$ cat src/rtl/ipsl_pcie_uart2apb_master.sv
// UART byte-stream command decoder driving one APB transfer per frame.
// A status byte, plus four read-data bytes for reads, is returned on the transmit stream.
module ipsl_pcie_uart2apb_master #(
  parameter int unsigned ACK_TIMEOUT = 1023,
  parameter int unsigned FRAME_GAP   = 65535
) (
  input  logic        i_clk,
  input  logic        i_rst_n,
  input  logic [7:0]  i_rx_data,
  input  logic        i_rx_valid,
  output logic [7:0]  o_tx_data,
  output logic        o_tx_valid,
  input  logic        i_tx_ready,
  output logic        o_p_sel,
  output logic        o_p_ce,
  output logic        o_p_we,
  output logic [3:0]  o_p_strb,
  output logic [15:0] o_p_addr,
  output logic [31:0] o_p_wdata,
  input  logic        i_p_rdy,
  input  logic [31:0] i_p_rdata,
  output logic        o_busy
);

  localparam int unsigned WW = $clog2(ACK_TIMEOUT + 1);
  localparam int unsigned GW = $clog2(FRAME_GAP + 1);
  localparam logic [WW-1:0] WAIT_LAST = WW'(ACK_TIMEOUT - 1);
  localparam logic [GW-1:0] GAP_LAST  = GW'(FRAME_GAP - 1);

  localparam logic [2:0] ST_IDLE   = 3'd0;
  localparam logic [2:0] ST_ADDR   = 3'd1;
  localparam logic [2:0] ST_WDATA  = 3'd2;
  localparam logic [2:0] ST_SETUP  = 3'd3;
  localparam logic [2:0] ST_ACCESS = 3'd4;
  localparam logic [2:0] ST_RESP   = 3'd5;

  logic [2:0]    state, state_nxt;
  logic [1:0]    byte_cnt;
  logic [GW-1:0] gap_cnt;
  logic [WW-1:0] wait_cnt;
  logic [2:0]    tx_cnt;
  logic [31:0]   rd_buf;
  logic          collecting;
  logic          xfer_ok, xfer_to;
  logic          tx_accept, tx_last;
  logic          unused_cmd_bits;

  // Command bits [6:4] carry no meaning.
  assign unused_cmd_bits = ^i_rx_data[6:4];

  assign collecting = (state == ST_ADDR) || (state == ST_WDATA);
  assign tx_accept  = (state == ST_RESP) && o_tx_valid && i_tx_ready;
  assign tx_last    = o_p_we || (tx_cnt == 3'd4);

  always_comb begin
    state_nxt = state;
    xfer_ok   = 1'b0;
    xfer_to   = 1'b0;
    case (state)
      ST_IDLE: begin
        if (i_rx_valid) state_nxt = ST_ADDR;
      end
      ST_ADDR: begin
        if (i_rx_valid) begin
          if (byte_cnt == 2'd1) state_nxt = o_p_we ? ST_WDATA : ST_SETUP;
        end else if (gap_cnt == GAP_LAST) begin
          state_nxt = ST_IDLE;
        end
      end
      ST_WDATA: begin
        if (i_rx_valid) begin
          if (byte_cnt == 2'd3) state_nxt = ST_SETUP;
        end else if (gap_cnt == GAP_LAST) begin
          state_nxt = ST_IDLE;
        end
      end
      ST_SETUP: state_nxt = ST_ACCESS;
      ST_ACCESS: begin
        // A ready on the final wait cycle still wins over the timeout.
        if (i_p_rdy) begin
          xfer_ok   = 1'b1;
          state_nxt = ST_RESP;
        end else if (wait_cnt == WAIT_LAST) begin
          xfer_to   = 1'b1;
          state_nxt = ST_RESP;
        end
      end
      ST_RESP: begin
        if (tx_accept && tx_last) state_nxt = ST_IDLE;
      end
      default: state_nxt = ST_IDLE;
    endcase
  end

  always_ff @(posedge i_clk or negedge i_rst_n) begin
    if (!i_rst_n) begin
      state      <= ST_IDLE;
      o_p_sel    <= 1'b0;
      o_p_ce     <= 1'b0;
      o_tx_valid <= 1'b0;
      o_busy     <= 1'b0;
    end else begin
      state      <= state_nxt;
      o_p_sel    <= (state_nxt == ST_SETUP) || (state_nxt == ST_ACCESS);
      o_p_ce     <= (state_nxt == ST_ACCESS);
      o_tx_valid <= (state_nxt == ST_RESP);
      o_busy     <= (state_nxt != ST_IDLE);
    end
  end

  always_ff @(posedge i_clk or negedge i_rst_n) begin
    if (!i_rst_n) begin
      byte_cnt <= '0;
      gap_cnt  <= '0;
      wait_cnt <= '0;
      tx_cnt   <= '0;
    end else begin
      // Byte index restarts whenever the collecting phase changes.
      if (state_nxt != state)               byte_cnt <= '0;
      else if (collecting && i_rx_valid)    byte_cnt <= byte_cnt + 1'b1;

      if (state_nxt != state || i_rx_valid) gap_cnt <= '0;
      else if (collecting)                  gap_cnt <= gap_cnt + 1'b1;

      if (state != ST_ACCESS)               wait_cnt <= '0;
      else if (!i_p_rdy)                    wait_cnt <= wait_cnt + 1'b1;

      if (state != ST_RESP)                 tx_cnt <= '0;
      else if (tx_accept)                   tx_cnt <= tx_cnt + 1'b1;
    end
  end

  always_ff @(posedge i_clk or negedge i_rst_n) begin
    if (!i_rst_n) begin
      o_p_we    <= 1'b0;
      o_p_strb  <= '0;
      o_p_addr  <= '0;
      o_p_wdata <= '0;
      o_tx_data <= '0;
      rd_buf    <= '0;
    end else begin
      if (state == ST_IDLE && i_rx_valid) begin
        o_p_we   <= i_rx_data[7];
        o_p_strb <= i_rx_data[3:0];
      end
      if (state == ST_ADDR && i_rx_valid)  o_p_addr  <= {o_p_addr[7:0], i_rx_data};
      if (state == ST_WDATA && i_rx_valid) o_p_wdata <= {o_p_wdata[23:0], i_rx_data};

      if (xfer_ok) begin
        rd_buf    <= i_p_rdata;
        o_tx_data <= 8'h00;
      end else if (xfer_to) begin
        rd_buf    <= '0;
        o_tx_data <= 8'h01;
      end else if (tx_accept && !tx_last) begin
        o_tx_data <= rd_buf[31:24];
        rd_buf    <= {rd_buf[23:0], 8'h00};
      end
    end
  end

endmodule

$ cat config.mk
export PLATFORM = sky130hd
export DESIGN_NAME = ipsl_pcie_uart2apb_master
export DESIGN_NICKNAME = d
export VERILOG_FILES = /design/src/rtl/ipsl_pcie_uart2apb_master.sv
export SDC_FILE = /design/constraint.sdc
export NUM_CORES = 1
export LEC_CHECK = 0
export ABC_AREA = 1
export BUFFER_PORTS_ARGS = -buffer_cell sky130_fd_sc_hd__buf_2
export CORE_MARGIN = 1
export CORE_UTILIZATION = 56
export CTS_CLUSTER_DIAMETER = 100
export DETAILED_ROUTE_END_ITERATION = 10
export PLACE_DENSITY = 0.79
export SETUP_SLACK_MARGIN = 0.5
export SLEW_MARGIN = 0
export SYNTH_ARGS = -nofsm -noshare
export SYNTH_HDL_FRONTEND = slang
export SYNTH_SLANG_ARGS = --single-unit
$ cat constraint.sdc
create_clock -name i_clk -period 2.2 [get_ports i_clk]
set_clock_uncertainty 0.2 [all_clocks]
set_input_delay 0.44 -clock i_clk [delete_from_list [all_inputs] [get_ports i_clk]]
set_output_delay 0.44 -clock i_clk [all_outputs]
set_load 0.02 [all_outputs]
Yosys cells after proc, flatten, opt, wreduce, memory -nomap -nowiden
Index checks and enable logic that the tools add are counted.
{"block": "classes", "eq_ne": 17, "n_reduce_logical": 19, "n_mux": 30, "n_addsub": 4}
{"op": "32-bit 2-to-1 mux", "n": 3}
{"op": "3-bit 2-to-1 mux", "n": 11}
{"op": "16-bit 2-to-1 mux", "n": 2}
{"op": "8-bit 2-to-1 mux", "n": 3}
{"op": "10-bit 2-to-1 mux", "n": 2}
{"op": "3-bit one-hot mux with 6 select lines", "n": 1}
{"op": "16-bit by 1-bit adder with 16-bit output, second input constant", "n": 1}
{"op": "16-bit == test, second input constant", "n": 1}
{"op": "3-bit == test, second input constant", "n": 5}
{"op": "10-bit by 1-bit adder with 10-bit output, second input constant", "n": 1}
{"op": "10-bit == test, second input constant", "n": 1}
{"op": "3-bit by 2-bit == test with 1-bit output, second input constant", "n": 3}
{"op": "1-bit logical AND", "n": 8}
{"op": "1-bit 2-to-1 mux", "n": 6}
{"op": "3-bit inequality test, second input constant", "n": 2}
{"op": "2-bit nonzero test", "n": 3}
{"op": "3-bit nonzero test", "n": 2}
{"op": "1-bit logical OR", "n": 4}
{"op": "2-bit 2-to-1 mux", "n": 2}
{"op": "3-bit by 1-bit adder with 3-bit output, second input constant", "n": 1}
{"op": "3-bit by 1-bit == test with 1-bit output, second input constant", "n": 1}
{"op": "3-bit logical NOT", "n": 1}
{"op": "3-bit inequality test", "n": 1}
{"op": "2-bit by 1-bit adder with 2-bit output, second input constant", "n": 1}
{"op": "4 further kinds", "n": 4}
{"block": "totals", "register_bits": 131, "elab_cells": 85}

Longest topological paths before layout
{"block": "logic_depth", "depth_word": 9, "mapped_depth": 14, "mapped_depth_nobuf": 13}

Least setup slack after synthesis
Ideal clock, no wire load.
{"block": "synth_path", "path_kind": "flip-flop to flip-flop", "start": "reg tx_cnt[0]", "end": "reg gap_cnt[13]", "synth_period_minus_slack_ns": 1.843, "stages_incl_launch_ff": 15, "setup_ns": 0.122, "path_slack_ns": 0.357, "arrival_time_ns": 1.520, "path_buffers": 1, "path_cell_list": "dfrtp_1 inv_1 ha_1 nand2_1 nand2_1 nand2_1 nand2_2 nand2_1 a21oi_2 nand2_2 nand2_1 nand2_2 nand3_4 buf_8 nor2_2"}
{"block": "synth_via", "elab_chain_cells": 8, "word_cells_on_any_way": 9, "classes_between": "eq/ne: 2; mux: 3; reduce/logical: 4"}
{"item": "start, declared", "line": "41", "text": "logic [2:0] tx_cnt;"}
{"item": "start signal, assigned", "line": "129", "text": "else if (tx_accept) tx_cnt <= tx_cnt + 1'b1;"}
{"item": "3-bit == test *", "line": "53", "text": "assign tx_last = o_p_we || (tx_cnt == 3'd4);"}
{"item": "1-bit logical OR *", "line": "53"}
{"item": "1-bit logical AND *", "line": "89", "text": "if (tx_accept && tx_last) state_nxt = ST_IDLE;"}
{"item": "3-bit 2-to-1 mux *", "line": "89"}
{"item": "3-bit one-hot mux with 6 select lines *", "line": "59", "text": "case (state)"}
{"item": "net state_nxt[0]", "line": "37", "text": "logic [2:0] state, state_nxt;"}
{"item": "3-bit inequality test *", "line": "122", "text": "if (state_nxt != state || i_rx_valid) gap_cnt <= '0;"}
{"item": "1-bit logical OR *", "line": "122"}
{"item": "16-bit 2-to-1 mux / 2-bit nonzero test (equally long branches)"}
{"item": "end signal, assigned", "line": "123", "text": "else if (collecting) gap_cnt <= gap_cnt + 1'b1;"}
{"item": "end, declared", "line": "39", "text": "logic [GW-1:0] gap_cnt;"}
The timed path passes the listed nets; every way through them passes the cells marked *.
A chain may end at the register's enable or synchronous reset.

Final worst setup path
{"block": "layout_path", "start": "reg wait_cnt[0]", "end": "reg rd_buf[9]"}
{"block": "layout_via", "elab_chain_cells": 6, "word_cells_on_any_way": 7, "classes_between": "eq/ne: 1; mux: 5; reduce/logical: 1"}
{"item": "start, declared", "line": "40", "text": "logic [WW-1:0] wait_cnt;"}
{"item": "start signal, assigned", "line": "126", "text": "else if (!i_p_rdy) wait_cnt <= wait_cnt + 1'b1;"}
{"item": "10-bit == test *", "line": "83", "text": "end else if (wait_cnt == WAIT_LAST) begin"}
{"item": "1-bit 2-to-1 mux *", "line": "83"}
{"item": "1-bit 2-to-1 mux *", "line": "80", "text": "if (i_p_rdy) begin"}
{"item": "1-bit 2-to-1 mux *", "line": "59"}
{"item": "32-bit 2-to-1 mux", "line": "152", "text": "end else if (xfer_to) begin"}
{"item": "32-bit 2-to-1 mux", "line": "149", "text": "if (xfer_ok) begin"}
{"item": "end signal, assigned", "line": "150", "text": "rd_buf <= i_p_rdata;"}
{"item": "end signal, assigned", "line": "157", "text": "rd_buf <= {rd_buf[23:0], 8'h00};"}
{"item": "end, declared", "line": "42", "text": "logic [31:0] rd_buf;"}
Every way passes the cells marked *; elsewhere a longest branch is shown, timed or not.

==> results.sh <==
export IMPL_status="complete, but fails checks"
export IMPL_violations="negative setup slack"
export IMPL_initial_core_util_pct=57.7
export IMPL_dr_pass1_iters=6
export IMPL_synth_cell_types=35
export IMPL_required_ns=2.43
export IMPL_rsz0062_at_grt="true"
export IMPL_routed_wl_mm=27.5
export IMPL_clock_fmax_ghz=0.451
export IMPL_grt_total_usage_pct=37.2
export IMPL_cts_inserted_buffers=17
export IMPL_layout_nets=970
export IMPL_overflow=0
export IMPL_fin_crit_ns=2.22
export IMPL_hold_violations=0
export IMPL_syn_area_um2=5960
export IMPL_cts_sinks=131
export IMPL_layout_drive_gt1_share_pct=44.6
export IMPL_ys_flop_type="dfrtp_1"
export IMPL_cap_viol_max_count=0
export IMPL_crit_path_start_kind="flop"
export IMPL_ys_seq_area_share_pct=55.0
export IMPL_slew_headroom_pct=66.1
export IMPL_syn_area_per_cell_um2=8.89
export IMPL_num_vias=7022
export IMPL_yosys_register_bits=131
export IMPL_arrival_ns=2.45
export IMPL_grt_pass1_wl_mm=31.4
export IMPL_fin_ws_ns=-0.0193
export IMPL_powerDensity_nw_per_um2=1510
export IMPL_final_period_utilization_pct=101
export IMPL_peakVddDrop_mv=1.17
export IMPL_async_reset_ff_share_pct=100
export IMPL_seq_area_um2=3280
export IMPL_wire_per_inst_um=25.9
export IMPL_clk_latency_ns=0.55
export IMPL_post_dp_hpwl_mm=8.94
export IMPL_final_cell_area_um2=9740
export IMPL_port_buffers=109
export IMPL_die_w_um=105
export IMPL_critPathKind="flop to flop"
export IMPL_dp_cells=904
export IMPL_antenna_left=0
export IMPL_grt_antenna_before_repair=0
export IMPL_endpoint_kind="flop"
export IMPL_grt_pass1_vias=6098
export IMPL_syn_nets=723
export IMPL_hold_path_class="input port to flop"
export IMPL_core_um2=10300
export IMPL_area_growth_pct=63.4
export IMPL_gp_congestion=0.875
export IMPL_synthCells=670
export IMPL_grt_start_max_net_pins=41
export IMPL_cts_tree="done"
export IMPL_diodes=0
export IMPL_root_buffer="clkbuf_8"
export IMPL_ys_warn_count=0
export IMPL_die_h_um=105
export IMPL_yosys_area_top_type="dfrtp_1"
export IMPL_stdcell_count=1065
export IMPL_whs_ns=0.0101
export IMPL_synth_top_area_share_pct=55.0
export IMPL_yosys_top_cells_area="dfrtp_1 (55%), nand2_1 (7.3%), o21ai_0 (5.7%)"
export IMPL_route_detailed_drc=0
export IMPL_cts_max_level=4
export IMPL_setup_viol=1
export IMPL_viasPerCell=6.59
export IMPL_ios=110
export IMPL_clk_pin_slew_ns=0.07
export IMPL_post_route_util_pct=94.3
export IMPL_die_area_um2=11100
export IMPL_tightest_slew_ns=0.509
export IMPL_clk_path_buf_depth=2
export IMPL_final_max_slew_viol_count=0
export IMPL_rows=37
export IMPL_p_leak_nw=4.54
export IMPL_placed_area_um2=6770
export IMPL_multi_input_area_um2=2810
export IMPL_path_max_fanout=6
export IMPL_nFillCells=270
export IMPL_synth_edff_count=0
export IMPL_dr_first_iter_drc_count=1013
[sequential cells by signal (all words and copies together) (netlist names)]
register,cells
wait_cnt,10
state,3
gap_cnt,16
o_p_sel,1
o_p_strb,4
o_p_wdata,32
byte_cnt,2
o_tx_valid,1
o_p_ce,1
o_tx_data,8
tx_cnt,3
rd_buf,32
o_p_addr,16
o_p_we,1
o_busy,1
[area by class of cell]
cell class,count,area share [%]
multi-input combinational,427,28.8
clock inverter,12,2.33
tap,136,1.75
inverter,85,3.39
clock buffer,19,4.54
sequential,131,33.7
timing repair buffer,255,25.4
[per-stage QoR]
stage	power (mW)	setup TNS [ns]	worst slack [ns]
floorplan	6.36	0	0.403
global placement	7.36	0	0.209
detailed placement	7.51	0	0.0748
CTS	12.4	0	0.278
global route	15.0	-0.204	-0.111
finish	14.7	-0.0193	-0.0193
[final timing paths]
| check | from | to | slack, ns | cells past startpoint |
|---|---|---|---|---|
| min | i_p_rdata[28] | rd_buf[28] | 0.01 | 3 |
| min in group asynchronous | i_rst_n | wait_cnt[4] | 0.20 | 2 |
| max reg2reg | wait_cnt[0] | rd_buf[9] | -0.02 | 12 |
| max | wait_cnt[0] | rd_buf[9] | -0.02 | 12 |
| min reg2reg | rd_buf[23] | rd_buf[23] | 0.30 | 2 |
| max in group asynchronous | i_rst_n | rd_buf[14] | 0.87 | 3 |
[timing repair]
| item | in CTS | in global routing |
|---|---|---|
| hold buffers | 19 | 0 |
| hold endpoints to repair | 53 | 0 |
| buffers inserted | 56 | 40 |
| endpoints found under the setup margin | 130 | 177 |
| cloned | 8 | 7 |
| pin swaps | 19 | 42 |
| gates resized for setup | 170 | 135 |
[cells in the mapped netlist (9+ instances only)]
cell type and n:
mux2_2 11, xor2_1 11, buf_2 9, nor2_1 64, clkbuf_1 15, dfrtp_1 131, nand2_1 116, inv_1 82
nand3_1 52, a21oi_1 32, nor2_2 16, a31oi_1 10, o21ai_0 68
[placed cells by master, fill, tap and decap left out, drive strengths merged]
| master | n |
|---|---|
| o311ai | 1 |
| nand4 | 3 |
| xnor2 | 2 |
| a31oi | 10 |
| clkbuf | 25 |
| o22ai | 1 |
| inv | 86 |
| mux2i | 1 |
| or2 | 1 |
| a21oi | 34 |
| dfrtp | 131 |
| o21ai | 70 |
| clkinv | 2 |
| nand2 | 124 |
| nor2 | 82 |
| buf | 228 |
| o31ai | 1 |
| nor3 | 6 |
| nand3b | 1 |
| nand3 | 58 |
| dlygate4sd3 | 19 |
| nor3b | 1 |
| xor2 | 11 |
| bufinv | 6 |
| mux2 | 11 |
| bufbuf | 2 |
| clkinvlp | 3 |
| ha | 8 |
| and3 | 1 |
[worst max-delay path: stages, from the launching register on]
cell,delay (ns)
dfrtp_1,0.38
inv_2,0.09
ha_4,0.18
nand3_2,0.05
nor2_1,0.04
nand2_1,0.13
nand2_2,0.11
nand2_4,0.16
nand2_8,0.11
buf_8,0.17
clkbuf_16,0.15
o21ai_1,0.22
inv_1,0.10
[where the power goes]
part	leakage, nW	internal (mW)	switching, mW
logic	2.58	3.22	3.84
clock network	0.321	2.13	1.22
registers	1.63	3.35	0.928
total	4.54	8.70	5.99
[cell families (layout without fill, tap and decap cells)]
| family | count (synthesis) | count (layout) | share of synthesized area, % |
|---|---|---|---|
| compound gates | 117 | 117 | 10.3 |
| xor+xnor | 13 | 13 | 1.91 |
| fa+ha+maj | 8 | 8 | 1.68 |
| buf+inv | 114 | 371 | 7.94 |
| flops | 131 | 131 | 55.0 |
| mux | 12 | 12 | 2.25 |
| simple gates | 275 | 277 | 20.9 |
[per-layer routing]
layer  up-vias  global-route usage [%]  routed length, um
met2       765                    65.2              13300
met5         -                       0                  0
li1       2650                       -                  -
met4         0                    18.5               2820
met3       309                    9.11               2850
met1      3298                    42.3               8560
Power figures use the tool's default switching activity.
